File: src/rtl/sb_config_sequencer.sv
`default_nettype none
// ============================================================================
//  Module      : sb_config_sequencer
//  Description : Sequences (tile address, config word) commands into an array
//                of switch_box tiles. Each command drives the shared
//                config_data bus plus a one-hot (or all-ones broadcast)
//                config_en strobe for one cycle, then waits SETTLE_CYCLES
//                idle cycles before accepting the next command.
//  Options     : define SB_CFG_PARITY_EN to add even-parity checking of
//                commands (cmd_parity input, sticky err_parity output).
//  Revision    : 1.0 - initial release
// ============================================================================
module sb_config_sequencer #(
  parameter int NUM_TILES     = 16,
  parameter int ADDR_W        = 4,
  parameter int SETTLE_CYCLES = 2,
  parameter int CNT_W         = 16
) (
  input  logic                 clk,
  input  logic                 reset,
  input  logic                 cmd_valid,
  output logic                 cmd_ready,
  input  logic [ADDR_W-1:0]    cmd_addr,
  input  logic                 cmd_bcast,
  input  logic [31:0]          cmd_data,
`ifdef SB_CFG_PARITY_EN
  input  logic                 cmd_parity,
  output logic                 err_parity,
`endif
  output logic [31:0]          config_data,
  output logic [NUM_TILES-1:0] config_en,
  output logic                 busy,
  output logic                 err_addr,
  output logic [CNT_W-1:0]     write_count
);

  // Settle counter only needs to hold SETTLE_CYCLES-1; keep at least 1 bit so
  // the SETTLE_CYCLES=0 build still has a legal (unused) register.
  localparam int                 c_cnt_w       = (SETTLE_CYCLES > 1) ? $clog2(SETTLE_CYCLES) : 1;
  localparam logic [c_cnt_w-1:0] c_settle_load = c_cnt_w'((SETTLE_CYCLES > 0) ? SETTLE_CYCLES - 1 : 0);
  localparam logic               c_has_settle  = (SETTLE_CYCLES > 0);
  // One extra bit so NUM_TILES == 2**ADDR_W still compares correctly.
  localparam logic [ADDR_W:0]    c_num_tiles   = (ADDR_W + 1)'(NUM_TILES);

  typedef enum logic [1:0] {
    ST_IDLE   = 2'd0,
    ST_ISSUE  = 2'd1,
    ST_SETTLE = 2'd2
  } state_t;

  state_t               r_state;
  state_t               w_next_state;
  logic [c_cnt_w-1:0]   r_settle_cnt;
  logic                 w_accept;
  logic                 w_addr_bad;
  logic                 w_par_bad;
  logic                 w_issue;
  logic [NUM_TILES-1:0] w_onehot;

  assign cmd_ready  = (r_state == ST_IDLE) && !reset;
  assign busy       = (r_state != ST_IDLE);
  assign w_accept   = cmd_valid && cmd_ready;
  assign w_addr_bad = !cmd_bcast && ({1'b0, cmd_addr} >= c_num_tiles);
  assign w_onehot   = NUM_TILES'(1) << cmd_addr;

`ifdef SB_CFG_PARITY_EN
  // Even parity over the whole command; a mismatch drops the command.
  assign w_par_bad  = ((^{cmd_data, cmd_addr, cmd_bcast}) != cmd_parity);
`else
  assign w_par_bad  = 1'b0;
`endif

  // A command is issued only if it passes the parity check first, then the
  // address range check.
  assign w_issue = w_accept && !w_par_bad && !w_addr_bad;

  // Next-state decode: IDLE -> ISSUE on a good command, ISSUE lasts one
  // cycle, SETTLE runs until the settle counter is exhausted.
  always_comb begin
    w_next_state = r_state;
    case (r_state)
      ST_IDLE:   if (w_issue) w_next_state = ST_ISSUE;
      ST_ISSUE:  w_next_state = c_has_settle ? ST_SETTLE : ST_IDLE;
      ST_SETTLE: if (r_settle_cnt == '0) w_next_state = ST_IDLE;
      default:   w_next_state = ST_IDLE;
    endcase
  end

  // State register.
  always_ff @(posedge clk) begin
    if (reset) r_state <= ST_IDLE;
    else       r_state <= w_next_state;
  end

  // Settle counter: loaded while leaving ISSUE, counts down through SETTLE.
  always_ff @(posedge clk) begin
    if (reset) begin
      r_settle_cnt <= '0;
    end else if (r_state == ST_ISSUE) begin
      r_settle_cnt <= c_settle_load;
    end else if ((r_state == ST_SETTLE) && (r_settle_cnt != '0)) begin
      r_settle_cnt <= r_settle_cnt - c_cnt_w'(1);
    end
  end

  // Issue datapath: the accepted word/strobe are registered on accept so they
  // appear during the single ISSUE cycle; the strobe self-clears afterwards
  // while config_data keeps the last issued word.
  always_ff @(posedge clk) begin
    if (reset) begin
      config_data <= '0;
      config_en   <= '0;
      write_count <= '0;
    end else begin
      config_en <= '0;
      if (w_issue) begin
        config_data <= cmd_data;
        config_en   <= cmd_bcast ? '1 : w_onehot;
        write_count <= write_count + CNT_W'(1);
      end
    end
  end

  // Sticky out-of-range address flag, cleared only by reset.
  always_ff @(posedge clk) begin
    if (reset) begin
      err_addr <= 1'b0;
    end else if (w_accept && !w_par_bad && w_addr_bad) begin
      err_addr <= 1'b1;
    end
  end

`ifdef SB_CFG_PARITY_EN
  // Sticky parity error flag, cleared only by reset.
  always_ff @(posedge clk) begin
    if (reset) begin
      err_parity <= 1'b0;
    end else if (w_accept && w_par_bad) begin
      err_parity <= 1'b1;
    end
  end
`endif

endmodule
`default_nettype wire

File: config.mk
export PLATFORM = sky130hd
export DESIGN_NAME = sb_config_sequencer
export DESIGN_NICKNAME = d
export VERILOG_FILES = /design/src/rtl/sb_config_sequencer.sv
export SDC_FILE = /design/constraint.sdc
export NUM_CORES = 1
export LEC_CHECK = 0
export ABC_AREA = 1
export ABC_CLOCK_PERIOD_IN_PS = 2600
export BUFFER_PORTS_ARGS = -buffer_cell sky130_fd_sc_hd__buf_2
export CELL_PAD_IN_SITES_DETAIL_PLACEMENT = 0
export CELL_PAD_IN_SITES_GLOBAL_PLACEMENT = 1
export CORE_UTILIZATION = 36
export DETAILED_ROUTE_END_ITERATION = 7
export PLACE_DENSITY = 0.88
export SLEW_MARGIN = 10
export SYNTH_ARGS = -nofsm -noshare
export SYNTH_HDL_FRONTEND = slang
export SYNTH_SLANG_ARGS = --single-unit
File: constraint.sdc
create_clock -name clk -period 2.6 [get_ports clk]
set_input_delay 0 -clock clk [delete_from_list [all_inputs] [get_ports clk]]
set_output_delay 0 -clock clk [all_outputs]
set_load 0.01 [all_outputs]
==> run_results.csv, run 1 <==
group,metric,value,unit
global_route,use_met1,22.5,%
global_route,overflow,0,
logic_synthesis,ys_warn_count,0,
logic_synthesis,muxShareOfSynthArea,0,%
floorplan,core_area,6980,um2
logic_synthesis,synth_top_cell_area_share,50.4,%
power_and_ir_drop,intPower,1670,uW
cts,clock_latency,330,ps
critical_path,cp_top_family,"simple AND/OR/NAND/NOR gates",
sta,skew,4.88,ps
floorplan,die_area,7740,um2
critical_path,crit_path_end_kind,"flop",
critical_path,cp.required,2840,ps
hold_path,hold_path_class,"input pin to flop",
routing,drc,0,
logic_synthesis,ys_types,23,
flow_run,cap_violations,0,
global_route,gr-usage-all-layers,18.4,%
global_route,grt.busiest_layer,"met2",
floorplan,start_util,38.1,%
routing,drt-initial-drc-count,100,
power_and_ir_drop,p_comb_share,12.3,%
routing,post_drt_wl_per_cell,11.6,um
sta,finalMaxSlewViolations,0,
power_and_ir_drop,cellPowerDensity,599,nW/um2
logic_synthesis,synth-seq-cells,67,
cts,cts_tree,"built",
finish,final_util,53.7,%
logic_synthesis,synth_compound_area_share,5.27,%
floorplan,fp.dieH,88.0,um
run_status,status,"complete, no violations",
cts,clkTransAtPathRegs,80,ps
logic_synthesis,synth_fa_ha_area_share,0.470,%
critical_path,path_buf_inv,1,
finish,area_growth,40.9,%
cts,post_cts_resized,0,
critical_path,path_cells,"nor2_4, nand3_4, inv_2, nand3_1, o21ai_1, nor2_1",
finish,multi_input_area,1090,um2
logic_synthesis,netlist.top_cell.by_area,"dfxtp_1",
logic_synthesis,avgSynthCellArea,7.60,um2
floorplan,num_rows,30,
global_route,grt_first_pass_wirelength,11200,um
sta,period_needed,1910,ps
finish,drive_above_1_share,27.3,%
placement,hpwl,4320,um
logic_synthesis,synth_top_family_by_area,"simple AND/OR/NAND/NOR gates",
global_route,grt_max_degree,47,
critical_path,cp_max_fo,41,
logic_synthesis,syn_inst,350,
cts,cts.path.max_buffers,2,
floorplan,die_w,88.0,um
cts,cts_max_level,3,
floorplan,io_pins,107,
sta,setup_violations,0,
cts,numCtsBuffers,9,
sta,finalHoldViolCount,0,
finish,fillers,704,
routing,vias,2713,
logic_synthesis,netlist_area,2660,um2
cts,cts.sinks,67,
global_route,grt_pass1_vias,2538,
routing,ant_nets,0,
power_and_ir_drop,clkPwrFrac,38.5,%
power_and_ir_drop,p_sw_share,25.5,%
critical_path,arrival,2150,ps
placement,globalplace.congestion,0.749,
placement,io_buffers,105,
power_and_ir_drop,power.switching,574,uW
sta,grt_setup_unrepaired,"no",
sta,layout_worst_path_cycle_share,73.6,%
finish,nNetsFinal,523,
power_and_ir_drop,p_leak,0.00186,uW
routing,drt_wl_total,6740,um
global_route,met2_usage,30.0,%
routing,avgViaCountPerCell,4.65,
finish,insertedDiodeCount,0,
routing,dr.pass1.iters,4,
logic_synthesis,seq_area_frac_synth,50.4,%
logic_synthesis,netlist_top_cells_area,"dfxtp_1, nand2_1, nand3_1",
critical_path,crit_type,"flop to flop",
logic_synthesis,synth-xor-area-share,0.329,%
finish,ff_latch_area,1340,um2
critical_path,cp_slowest_cell,"inv_2",
sta,relSlewSlack,54.1,%
sta,fmax,523,MHz
sta,tns,0,ps
global_route,grt_antenna_before_repair,0,
power_and_ir_drop,ir_drop,0.000283,V
critical_path,slowest_delay,640,ps
power_and_ir_drop,seqPwrFrac,49.2,%
cts,clock-root-buffer,"clkbuf_8",
logic_synthesis,synth_fp_nets,391,
logic_synthesis,synth-simple-area-share,34.6,%
critical_path,cp-start-kind,"flop",
global_route,grtUsageMet3,4.81,%
sta,worst_pin_slew,688,ps
## final cells by class
| class | count | share of cell area [%] |
|---|---|---|
| clock inverter | 6 | 1.73 |
| clock buffer | 10 | 3.67 |
| tap | 96 | 3.20 |
| timing repair buffer | 142 | 23.7 |
| sequential | 67 | 35.8 |
| inverter | 29 | 2.90 |
| multi-input combinational | 233 | 29.0 |
## metrics by stage
step	area (um2)	power [uW]	worst slack [ps]	hold WS [ps]	std cells
after floorplan	2660	1270	1250	69.1	350
after global placement	3200	1360	703	196	532
after detailed placement	3200	1360	694	197	532
after CTS	3750	2280	689	1.72	583
after global routing	3750	2360	458	15.7	583
final	3750	2250	686	22.4	583
## logic make-up after synthesis
group,after synthesis
XOR/XNOR,1
flip-flops,67
other,1
AND/OR/NAND/NOR,202
AO/OA/AOI/OAI,28
adder cells (fa/ha/maj),1
buffers and inverters,50
## worst min-delay path, stage by stage
cell     delay [ps]
buf_2           150
nand4_1         100
a21oi_1          60
## sequential cells by signal (all words and copies together), names as in the netlist
register,cells
config_data,32
config_en,16
r_settle_cnt,1
r_state,2
write_count,16
## placed cells by master (no fill, tap or decap)
cell,count
nand4_1,24
inv_1,26
nor3_1,3
nor3b_1,1
nand2_2,2
clkinv_4,2
inv_2,3
dfxtp_1,67
a21oi_1,24
nand3_4,1
ha_1,1
nand3_1,42
o21ai_0,1
nor2_4,3
nor2_1,26
bufinv_16,1
o21ai_1,3
clkinvlp_4,1
conb_1,1
clkbuf_8,10
buf_2,105
clkinv_2,2
dlygate4sd3_1,35
xnor2_1,1
nand2_1,99
nor2_2,1
buf_4,2
## power groups by stage
| stage | registers, uW | logic, uW | clock network [uW] |
|---|---|---|---|
| final | 1110 | 276 | 865 |
| after floorplan | 1150 | 114 | 0 |
| after global routing | 1110 | 309 | 939 |
| after CTS | 1110 | 275 | 896 |
| after detailed placement | 1130 | 234 | 0 |
| after global placement | 1130 | 232 | 0 |
## final timing paths
check,startpoint,endpoint,slack [ps],cells after the start
setup / recovery,r_state[1],write_count[4],690,6
hold / removal,cmd_addr[0],config_en[11],20,3
setup reg to reg,r_state[1],write_count[4],690,6
hold reg to reg,config_data[8],config_data[8],460,2
## Yosys cell counts
cell / number
conb_1: 1
dfxtp_1: 67
buf_2: 9
inv_1: 26
nor2_2: 1
nand4_1: 24
nor2_1: 26
nor3_1: 3
nor3b_1: 1
nand3_1: 42
xnor2_1: 1
inv_2: 3
ha_1: 1
o21ai_0: 1
clkbuf_1: 5
o21ai_1: 3
buf_4: 5
nand2_1: 99
nor2_4: 3
buf_6: 2
nand2_2: 2
nand3_4: 1
a21oi_1: 24
## timing repair
action	4_1_cts	5_1_grt
hold buffers	35	0
buffers inserted	0	0
hold endpoints to repair	43	0
## metal layers
metal	part of all wire (%)	routed length (um)
met4	2.1	142
met2	47	3200
met3	4.5	302
met5	0	0
met1	46	3100
No activity file was read; power rests on OpenSTA's default activity.
==> inputs of run 2 (changes only) <==
- ABC_AREA: 1 -> 0
- ABC_CLOCK_PERIOD_IN_PS: 2600 -> 1900
- CORE_UTILIZATION: 36 -> 34
- PLACE_DENSITY: 0.88 -> 0.83
- clock period: 2.6 -> 1.9 ns (I/O delays scaled with it)
==> run 2 against run 1 <==
Sequential cell count did not move. Non-clock buffer count up 10. Register-to-register slack lost 600 ps. Clock-buffer cell count fell by 1. Sequential share of layout area decreased by 0.72 points. Critical path depth shrank 1. Hold slack improved by 54 ps. Setup slack got worse by 600 ps. Die area rose by 2.0%. Power increased by 48%. Via count decreased by 10%. Wire length fell by 2.1%. Critical path type unchanged.
==> run_results.csv, run 2 <==
group,metric,value,unit
critical_path,r2r_end,"write_count[15]",
floorplan,core_area,7250,um2
logic_synthesis,netlist_area,2560,um2
logic_synthesis,postSynth.asyncResetShare,0,%
finish,nNetsFinal,479,
finish,top_regs,"config_data (32), config_en (16), write_count (16)",
finish,fillers,713,
logic_synthesis,avgSynthCellArea,8.75,um2
finish,layout_common_cells,"buf_2, nand2_1, dfxtp_1",
routing,avgViaCountPerCell,4.51,
global_route,overflow,0,
flow_run,cap_violations,0,
logic_synthesis,ys_types,36,
cts,clock-root-buffer,"clkbuf_8",
critical_path,crit_path_end_kind,"flop",
critical_path,path_buf_inv,1,
routing,dr.pass1.iters,4,
sta,fmax,550,MHz
global_route,grt_pass1_vias,2215,
global_route,grt_max_degree,54,
logic_synthesis,seq_area_frac_synth,52.3,%
hold_path,whs_path_depth,3,
logic_synthesis,yosys_most_used_dff,"dfxtp_1",
critical_path,cp.required,2120,ps
critical_path,cp_max_fo,6,
sta,tns,0,ps
finish,largest_reg_flops,32,
placement,placedCellCount,488,
critical_path,reg2reg_depth,5,
critical_path,cp-start-kind,"flop",
placement,io_buffers,105,
floorplan,num_rows,31,
global_route,grt_antenna_before_repair,0,
floorplan,die_area,7890,um2
logic_synthesis,syn_inst,293,
routing,drc,0,
finish,insertedDiodeCount,0,
logic_synthesis,synth_fp_nets,334,
global_route,grt_first_pass_wirelength,9980,um
global_route,gr-usage-all-layers,16.8,%
routing,ant_nets,0,
cts,clock_latency,330,ps
sta,setup_violations,0,
critical_path,regToRegSetupSlack,80,ps
routing,post_drt_wl_per_cell,12.2,um
cts,numCtsBuffers,9,
cts,cts.sinks,67,
floorplan,die_w,88.8,um
power_and_ir_drop,p_leak,0.00188,uW
finish,largest_register,"config_data",
logic_synthesis,synth_most_common_cell,"nand2_1",
logic_synthesis,ys_warn_count,0,
logic_synthesis,synth_top_cell_area_share,52.3,%
cts,post_cts_resized,0,
routing,vias,2443,
finish,drive_above_1_share,31.2,%
critical_path,slowest_delay,590,ps
hold_path,hold_path_class,"input pin to flop",
logic_synthesis,synthTopCellsByCount,"nand2_1, dfxtp_1, nand3b_1",
logic_synthesis,netlist.top_cell.by_area,"dfxtp_1",
cts,clkTransAtPathRegs,70,ps
floorplan,io_pins,107,
placement,hpwl,4140,um
sta,grt_setup_unrepaired,"no",
routing,drt_wl_total,6600,um
critical_path,cp_slowest_cell,"or4b_4",
sta,finalHoldViolCount,0,
critical_path,r2r-start,"r_state[1]",
hold_path,hold_start,"cmd_bcast",
critical_path,crit_type,"flop to flop",
finish,finalNonFillerCells,542,
routing,drt-initial-drc-count,70,
sta,layout_worst_path_cycle_share,95.7,%
power_and_ir_drop,cellPowerDensity,869,nW/um2
finish,area_growth,49.3,%
placement,placed_area,3210,um2
critical_path,cp_top_family,"simple AND/OR/NAND/NOR gates",
placement,globalplace.congestion,0.739,
logic_synthesis,netlist_top_cells_area,"dfxtp_1, nand2_1, nand3b_1",
cts,cts.path.max_buffers,2,
cts,cts_tree,"built",
sta,finalMaxSlewViolations,0,
logic_synthesis,synth-edff-count,0,
critical_path,arrival,2040,ps
hold_path,whs_endpoint,"config_en[0]",
finish,postLayoutCellArea,3830,um2
sta,period_needed,1820,ps
critical_path,path_cells,"or4b_4, nor4_2, buf_4, nand3_1, mux2_4",
cts,post_cts_buffers,0,
sta,skew,10.5,ps
floorplan,fp.dieH,88.8,um
power_and_ir_drop,ir_drop,0.000429,V
finish,final_common_cell,"buf_2",
cts,cts_max_level,3,
floorplan,start_util,35.3,%
logic_synthesis,synth-seq-cells,67,
run_status,status,"complete, no violations",
==> run 2: cell count changes after synthesis, sizes merged, moves of 11 or more <==
| cell | before | now |
|---|---|---|
| a21oi | 24 | 13 |
| inv | 29 | 3 |
| nand2 | 101 | 70 |
| nand3 | 43 | 7 |
| nand3b | 0 | 34 |
| nand4 | 24 | 5 |
==> run 2: worst max-delay path by stage <==
stage,from,endpoint,slack (ps),depth (start not counted)
2_1_floorplan,r_state[1],write_count[14],60,5
3_3_place_gp,r_state[1],write_count[15],40,5
3_5_place_dp,r_state[1],write_count[15],10,5
4_1_cts,r_state[1],write_count[15],4,5
5_1_grt,r_state[1],write_count[15],10,5
6_report,r_state[1],write_count[15],80,5
==> run 2: cell families after synthesis <==
| family | share of synthesized area, % |
|---|---|
| simple gates | 33.3 |
| flops | 52.3 |
| compound gates | 5.08 |
| buf+inv | 3.76 |
| xor+xnor | 3.76 |
| mux | 1.17 |
| fa+ha+maj | 0.488 |
| other cells | 0.146 |
==> run 2: cell type report <==
class / count / area (um2) / share of cell area, %
tap: 99 / 124 / 3.24
clock inverter: 7 / 116 / 3.04
clock buffer: 9 / 124 / 3.24
timing repair buffer: 152 / 986 / 25.8
sequential: 67 / 1340 / 35.0
inverter: 3 / 11.3 / 0.294
multi-input combinational: 205 / 1130 / 29.4
==> run 2: worst min-delay path, cell delays in order <==
cell and delay (ps):
buf_2 180, a21oi_1 130, nor2_1 40
==> run 2: stage by stage <==
step / worst slack, ps / utilization (%) / hold WS (ps) / total power, uW
detailed placement: 9.52 / 44.2 / 185 / 1880
global route: 14.7 / 52.8 / 75.5 / 3470
global placement: 40.2 / 44.2 / 183 / 1870
CTS: 4.37 / 52.8 / 57.1 / 3370
floorplan: 63.4 / - / 98.9 / 1730
finish: 82.2 / 52.8 / 76.0 / 3330
==> run 2: what timing repair did <==
item / 4_1_cts / 5_1_grt
hold buffers: 38 / 0
endpoints found under the setup margin: 0 / 1
hold endpoints to repair: 37 / 0
==> run 2: report_power, final <==
| part | internal, uW | total (uW) | switching [uW] |
|---|---|---|---|
| combinational | 196 | 394 | 198 |
| sequential | 1480 | 1520 | 36.9 |
| clock | 869 | 1420 | 548 |
==> run 2: per-layer routing <==
layer  global-route usage [%]  share of wire, %  vias up
li1                         -                 -     1263
met1                     19.8                43     1110
met2                     28.3                50       56
met3                     3.45               3.8       14
met4                     9.53               2.7        0
met5                        0                 0        -
